$ cat src/rtl/pipeline_hazard_ctrl_if.sv
// Signal bundle between the ID/EX pipeline datapath and the hazard controller.
// Slave is the controller; master drives instruction fields and consumes stall controls.
interface pipeline_hazard_ctrl_if #(
    parameter int REG_BITS = 3
);
    logic [REG_BITS-1:0] id_src_a;
    logic [REG_BITS-1:0] id_src_b;
    logic                id_use_a;
    logic                id_use_b;
    logic [REG_BITS-1:0] ex_dst;
    logic                ex_mem_read;
    logic                ex_reg_write;
    logic                branch_taken;
    logic                mem_busy;
    logic                pc_write;
    logic                if_id_write;
    logic                if_id_flush;
    logic                id_ex_bubble;
    logic                pipe_freeze;
    logic [1:0]          state;
    logic [7:0]          stall_cnt;

    modport slave (
        input  id_src_a, id_src_b, id_use_a, id_use_b, ex_dst, ex_mem_read,
               ex_reg_write, branch_taken, mem_busy,
        output pc_write, if_id_write, if_id_flush, id_ex_bubble, pipe_freeze,
               state, stall_cnt
    );

    modport master (
        output id_src_a, id_src_b, id_use_a, id_use_b, ex_dst, ex_mem_read,
               ex_reg_write, branch_taken, mem_busy,
        input  pc_write, if_id_write, if_id_flush, id_ex_bubble, pipe_freeze,
               state, stall_cnt
    );
endinterface

$ cat src/rtl/pipeline_hazard_ctrl.sv
// Hazard controller for a 5-stage pipeline: load-use stalls, branch flushes,
// memory-busy freezes, and a saturating lost-cycle counter.
module pipeline_hazard_ctrl #(
    parameter int REG_BITS     = 3,
    parameter int FLUSH_CYCLES = 2
) (
    input  logic                   clk,
    input  logic                   reset,
    pipeline_hazard_ctrl_if.slave  hz
);
    typedef enum logic [1:0] {
        RUN    = 2'd0,
        FLUSH  = 2'd1,
        FREEZE = 2'd2
    } state_t;

    localparam logic [2:0] FLUSH_RELOAD = 3'(FLUSH_CYCLES - 1);

    state_t     state_q, state_d;
    state_t     saved_q, saved_d;
    logic [2:0] cnt_q,   cnt_d;
    logic [7:0] stall_q, stall_d;

    state_t eff_state;
    logic   load_use;
    logic   pc_w, ifid_w, ifid_fl, bubble, freeze;

    always_comb begin
        load_use = hz.ex_mem_read && hz.ex_reg_write && (hz.ex_dst != '0) &&
                   ((hz.id_use_a && (hz.id_src_a == hz.ex_dst)) ||
                    (hz.id_use_b && (hz.id_src_b == hz.ex_dst)));
        // Leaving FREEZE behaves exactly like the state that was interrupted.
        eff_state = (state_q == FREEZE) ? saved_q : state_q;

        pc_w    = 1'b1;
        ifid_w  = 1'b1;
        ifid_fl = 1'b0;
        bubble  = 1'b0;
        freeze  = 1'b0;
        state_d = eff_state;
        saved_d = saved_q;
        cnt_d   = cnt_q;

        if (reset) begin
            pc_w    = 1'b0;
            ifid_w  = 1'b0;
            ifid_fl = 1'b1;
            bubble  = 1'b1;
            state_d = RUN;
            saved_d = RUN;
            cnt_d   = '0;
        end else if (hz.mem_busy) begin
            pc_w    = 1'b0;
            ifid_w  = 1'b0;
            freeze  = 1'b1;
            state_d = FREEZE;
            saved_d = eff_state;
        end else if (hz.branch_taken) begin
            ifid_fl = 1'b1;
            bubble  = 1'b1;
            cnt_d   = FLUSH_RELOAD;
            state_d = (FLUSH_CYCLES > 1) ? FLUSH : RUN;
        end else if (eff_state == FLUSH) begin
            ifid_fl = 1'b1;
            bubble  = 1'b1;
            cnt_d   = cnt_q - 3'd1;
            state_d = (cnt_q <= 3'd1) ? RUN : FLUSH;
        end else if (load_use) begin
            pc_w   = 1'b0;
            ifid_w = 1'b0;
            bubble = 1'b1;
        end

        stall_d = stall_q;
        if ((!pc_w || bubble) && (stall_q != 8'hFF))
            stall_d = stall_q + 8'd1;

        hz.pc_write     = pc_w;
        hz.if_id_write  = ifid_w;
        hz.if_id_flush  = ifid_fl;
        hz.id_ex_bubble = bubble;
        hz.pipe_freeze  = freeze;
        hz.state        = state_q;
        hz.stall_cnt    = stall_q;
    end

    always_ff @(posedge clk) begin
        if (reset) begin
            state_q <= RUN;
            saved_q <= RUN;
            cnt_q   <= '0;
            stall_q <= '0;
        end else begin
            state_q <= state_d;
            saved_q <= saved_d;
            cnt_q   <= cnt_d;
            stall_q <= stall_d;
        end
    end
endmodule

$ cat src/flat_wrapper.sv
// flat-port wrapper written by rule: the top's interface ports become plain ports
module pipeline_hazard_ctrl_flat 
#(
    parameter int REG_BITS     = 3,
    parameter int FLUSH_CYCLES = 2
)
  (clk, reset, hz_id_src_a, hz_id_src_b, hz_id_use_a, hz_id_use_b, hz_ex_dst, hz_ex_mem_read, hz_ex_reg_write, hz_branch_taken, hz_mem_busy, hz_pc_write, hz_if_id_write, hz_if_id_flush, hz_id_ex_bubble, hz_pipe_freeze, hz_state, hz_stall_cnt);
  pipeline_hazard_ctrl_if #(.REG_BITS(REG_BITS)) hz_i ();
  input  logic clk;
  input  logic reset;
  input wire logic [$bits(hz_i.id_src_a)-1:0] hz_id_src_a;
  input wire logic [$bits(hz_i.id_src_b)-1:0] hz_id_src_b;
  input wire logic [$bits(hz_i.id_use_a)-1:0] hz_id_use_a;
  input wire logic [$bits(hz_i.id_use_b)-1:0] hz_id_use_b;
  input wire logic [$bits(hz_i.ex_dst)-1:0] hz_ex_dst;
  input wire logic [$bits(hz_i.ex_mem_read)-1:0] hz_ex_mem_read;
  input wire logic [$bits(hz_i.ex_reg_write)-1:0] hz_ex_reg_write;
  input wire logic [$bits(hz_i.branch_taken)-1:0] hz_branch_taken;
  input wire logic [$bits(hz_i.mem_busy)-1:0] hz_mem_busy;
  output wire logic [$bits(hz_i.pc_write)-1:0] hz_pc_write;
  output wire logic [$bits(hz_i.if_id_write)-1:0] hz_if_id_write;
  output wire logic [$bits(hz_i.if_id_flush)-1:0] hz_if_id_flush;
  output wire logic [$bits(hz_i.id_ex_bubble)-1:0] hz_id_ex_bubble;
  output wire logic [$bits(hz_i.pipe_freeze)-1:0] hz_pipe_freeze;
  output wire logic [$bits(hz_i.state)-1:0] hz_state;
  output wire logic [$bits(hz_i.stall_cnt)-1:0] hz_stall_cnt;
  assign hz_i.id_src_a = hz_id_src_a;
  assign hz_i.id_src_b = hz_id_src_b;
  assign hz_i.id_use_a = hz_id_use_a;
  assign hz_i.id_use_b = hz_id_use_b;
  assign hz_i.ex_dst = hz_ex_dst;
  assign hz_i.ex_mem_read = hz_ex_mem_read;
  assign hz_i.ex_reg_write = hz_ex_reg_write;
  assign hz_i.branch_taken = hz_branch_taken;
  assign hz_i.mem_busy = hz_mem_busy;
  assign hz_pc_write = hz_i.pc_write;
  assign hz_if_id_write = hz_i.if_id_write;
  assign hz_if_id_flush = hz_i.if_id_flush;
  assign hz_id_ex_bubble = hz_i.id_ex_bubble;
  assign hz_pipe_freeze = hz_i.pipe_freeze;
  assign hz_state = hz_i.state;
  assign hz_stall_cnt = hz_i.stall_cnt;
  pipeline_hazard_ctrl #(.REG_BITS(REG_BITS), .FLUSH_CYCLES(FLUSH_CYCLES)) u_core (.clk(clk), .reset(reset), .hz(hz_i));
endmodule
$ cat config.mk
export PLATFORM = sky130hd
export DESIGN_NAME = pipeline_hazard_ctrl_flat
export DESIGN_NICKNAME = d
export VERILOG_FILES = /design/src/rtl/pipeline_hazard_ctrl_if.sv /design/src/rtl/pipeline_hazard_ctrl.sv /design/src/flat_wrapper.sv
export SDC_FILE = /design/constraint.sdc
export NUM_CORES = 1
export LEC_CHECK = 0
export ABC_AREA = 1
export BUFFER_PORTS_ARGS = -buffer_cell sky130_fd_sc_hd__clkbuf_2
export CAP_MARGIN = 30
export CORE_UTILIZATION = 52
export DETAILED_ROUTE_END_ITERATION = 16
export PLACE_DENSITY = 0.82
export SLEW_MARGIN = 20
export SYNTH_ARGS = -nofsm -noshare
export SYNTH_HDL_FRONTEND = slang
export SYNTH_SLANG_ARGS = --single-unit
$ cat constraint.sdc
create_clock -name clk -period 2.95 [get_ports clk]
set_clock_uncertainty 0.15 [all_clocks]
set_input_delay 0.1475 -clock clk [delete_from_list [all_inputs] [get_ports clk]]
set_output_delay 0.1475 -clock clk [all_outputs]
set_load 0.02 [all_outputs]
==> metrics.md <==
| Metric | Value |
|---|---|
| Final hold violation count | 0 |
| Average size of a mapped cell | 6.68 µm² |
| Synth warnings | 0 |
| Initial core utilization | 0.586 |
| Post-layout util | 0.713 |
| H-tree levels | 1 |
| Full die area | roughly 2000 µm² |
| Dpl hpwl | 1490 µm |
| GRT Util Overall | 0.207 |
| Proportion of synthesized area in mux cells | 0 |
| GPL Wtd Cong | between 0.9 and 1 |
| P_int | about 300 µW |
| Width of the die | 44.4 µm |
| Pins Over Slew Limit | 0 |
| Worst skew pair latency | 0.28 ns |
| Worst hold-check path type | primary input to flop |
| Largest net degree at the start of global routing | 11 |
| CTS Buf Count | 3 |
| # IOs | 32 |
| PortBufs | 31 |
| RSZ-0062 raised after global routing | false |
| Register area share after synthesis | 0.321 |
| Distinct cells, synth | 27 |
| Adder-Cell Fraction of Synth Area | 0.0268 |
| Clock slew at reported path FFs | approximately 0.090 ns |
| Die Y | 44.4 µm |
| Sink Count | 15 |
| Tmin final | around 1.9 ns |
| Post-CTS setup buffer count | 0 |
| Sequential power share | 0.506 |
| Root Driver | clkbuf_4 |
| Final Power | 436 µW |
| Global-route wire length before repair | between 2000 and 3000 µm |
| Max-Cap Viols | 0 |
| Least-Margin Pin Slew | 0.280 ns |
| Pwr/cell area | around 380 nW/µm² |
| Layout cells sized above 1 | 0.259 |
| # setup viols final | 0 |
| Remaining global-route overflow | 0 |
| Kind of critical path | primary input to output pin |
| Clock network fraction of total power | 0.270 |
| ANT nets after route | 0 |
| Combinational fraction of design power | 0.224 |
| WP data required | about 2.7 ns |
| Pre-Repair DR Iteration Count | 4 |
| CTS tree | yes |
| Switching share of power | 0.312 |
| Mapped Cells | between 100 and 150 |
| Residual DRC count | 0 |
| Clock tree buffer depth | 2 |
| Row cnt | 14 |
| Vias in the first global route | between 700 and 800 |
| Status | complete, no violations |
| Setup TNS | 0 ns |
| Leak Pwr | around 0.00061 µW |
| Syn Nets | 159 |
| Core area | 1590 µm² |
| Vias | 963 |
| Number of DRC violations after detailed-routing iteration 0 | 30 |
| Slew HR | 0.813 |
| Nets | ~190 |
| Final period utilization | 0.629 |
| Critical path peak fanout | 5 |
| Post-synthesis cell area | between 900 and 1000 µm² |
| Antenna violations before repair | 0 |
| Largest family of logic cells by synthesized area | simple AND/OR/NAND/NOR gates |
| Vias per cell | around 4.9 |
| Routed len/inst | 9.38 µm |
| Fmax | 539 MHz |
| Arrival @ worst endpoint | about 1.6 ns |
| Syn-to-layout area delta | 21.6% |
| WL final | 1860 µm |
| VDD IR max | approximately 290 µV |
| Worst setup SP type | primary input |
| Diodes inserted | 0 |
| Switching pwr | 136 µW |
| CP endpoint kind | output pin |
| Post-Synth Simple-Gate Area | 0.384 |
| Yosys reg bits | 15 |
| Post-synthesis compound-gate area fraction | 0.108 |
| Post-Synth XOR/XNOR Area | 0.0562 |
-- critical path, stage by stage --
cell and delay [ns]:
dlygate4sd3_1 0.54, clkbuf_2 0.11, inv_1 0.12, nand2_1 0.11, nand2_4 0.10, nand2_1 0.10, o21bai_1 0.17, clkbuf_2 0.15
-- registers in the layout, summed over array words and instances (netlist names) --
| signal | count |
|---|---|
| u_core.hz.stall_cnt | 8 |
| u_core.cnt_q | 3 |
| u_core.hz.state | 2 |
| u_core.saved_q | 2 |
-- logic make-up after synthesis --
family / count (synthesis)
buffers and inverters: 22
DFF: 15
xor gates and xnor gates: 6
adders and majority gates: 2
and+or+nand+nor: 78
AOI/OAI and AO/OA: 17
-- path summary, 6_finish.rpt --
check | from | cells after the start | slack, ns | to
setup / recovery | hz_branch_taken | 8 | 1.10 | hz_id_ex_bubble
hold / removal | reset | 2 | 0.03 | u_core.hz.stall_cnt[3]
setup reg to reg | u_core.hz.stall_cnt[0] | 8 | 1.32 | u_core.hz.stall_cnt[1]
hold reg to reg | u_core.saved_q[0] | 2 | 0.32 | u_core.saved_q[0]
-- area by class of cell --
| class | instances | area (µm²) |
|---|---|---|
| clock inverter | 1 | 5.00 |
| clock buffer | 3 | 22.5 |
| sequential | 15 | 300 |
| inverter | 20 | 75.1 |
| timing repair buffer | 32 | 165 |
| fill | 148 | 458 |
| multi-input combinational | 103 | 538 |
| tap | 24 | 30.0 |
-- power by group through the flow --
stage	sequential [µW]	clock, µW	combinational (µW)
after floorplan	231	0	61.1
after global placement	225	0	95.1
after detailed placement	226	0	96.7
after CTS	221	120	98.3
after global routing	222	125	110
final	221	118	97.8
-- cell usage after synthesis --
master / n / area, µm²
nand2_1: 42 / 158
inv_1: 18 / 67.6
dfxtp_1: 15 / 300
nor2_1: 14 / 52.6
a21oi_1: 10 / 50.1
nand3_1: 10 / 50.1
xor2_1: 4 / 35.0
nand2_2: 3 / 18.8
ha_1: 2 / 25.0
inv_2: 2 / 7.51
nand2_4: 2 / 22.5
nor3_1: 2 / 10.0
xnor2_1: 2 / 17.5
a21o_1: 1 / 7.51
a22o_1: 1 / 8.76
buf_4: 1 / 7.51
clkbuf_8: 1 / 13.8
nand3_4: 1 / 17.5
nand3b_1: 1 / 7.51
nand4_1: 1 / 6.26
nor2_2: 1 / 6.26
nor3_2: 1 / 10.0
o21ai_1: 1 / 5.00
o21bai_1: 1 / 7.51
o22ai_1: 1 / 6.26
o31ai_1: 1 / 7.51
o32ai_1: 1 / 8.76
-- what timing repair did --
| action | CTS | global route |
|---|---|---|
| endpoints found under the setup margin | 0 | 0 |
| resized for setup | 0 | 0 |
| hold buffers | 1 | 0 |
| endpoints found under the hold margin | 1 | 0 |
-- per-stage QoR --
step           setup WS (ns)  std cells  hold WS, ns  area [µm²]
6_report                1.10        198       0.0263        1140
4_1_cts                 1.10        198       0.0249        1140
3_5_place_dp            1.33        193        0.293        1100
3_3_place_gp            1.40        193        0.274        1100
2_1_floorplan           1.30        140        0.162         935
5_1_grt                 1.02        198       0.0498        1140
-- routing by layer --
metal,track usage,share of wire,up-vias
met1,0.269,0.46,414
met5,0,0,-
met2,0.335,0.47,31
met4,0.109,0.018,0
met3,0.0245,0.048,5
li1,-,-,513
-- cells in the final DEF (no fill, tap or decap), types with 2 or more instances in the layout --
cell / netlist / final
nand2_2: 3 / 3
nand2_4: 2 / 2
nand2_1: 42 / 42
nor3_1: 2 / 2
nor2_1: 14 / 14
clkbuf_2: 0 / 31
nand3_1: 10 / 10
clkbuf_4: 0 / 3
a21oi_1: 10 / 10
dfxtp_1: 15 / 15
inv_1: 18 / 18
xor2_1: 4 / 4
inv_2: 2 / 2
ha_1: 2 / 2
xnor2_1: 2 / 2
No activity file was read; power rests on OpenSTA's default activity.
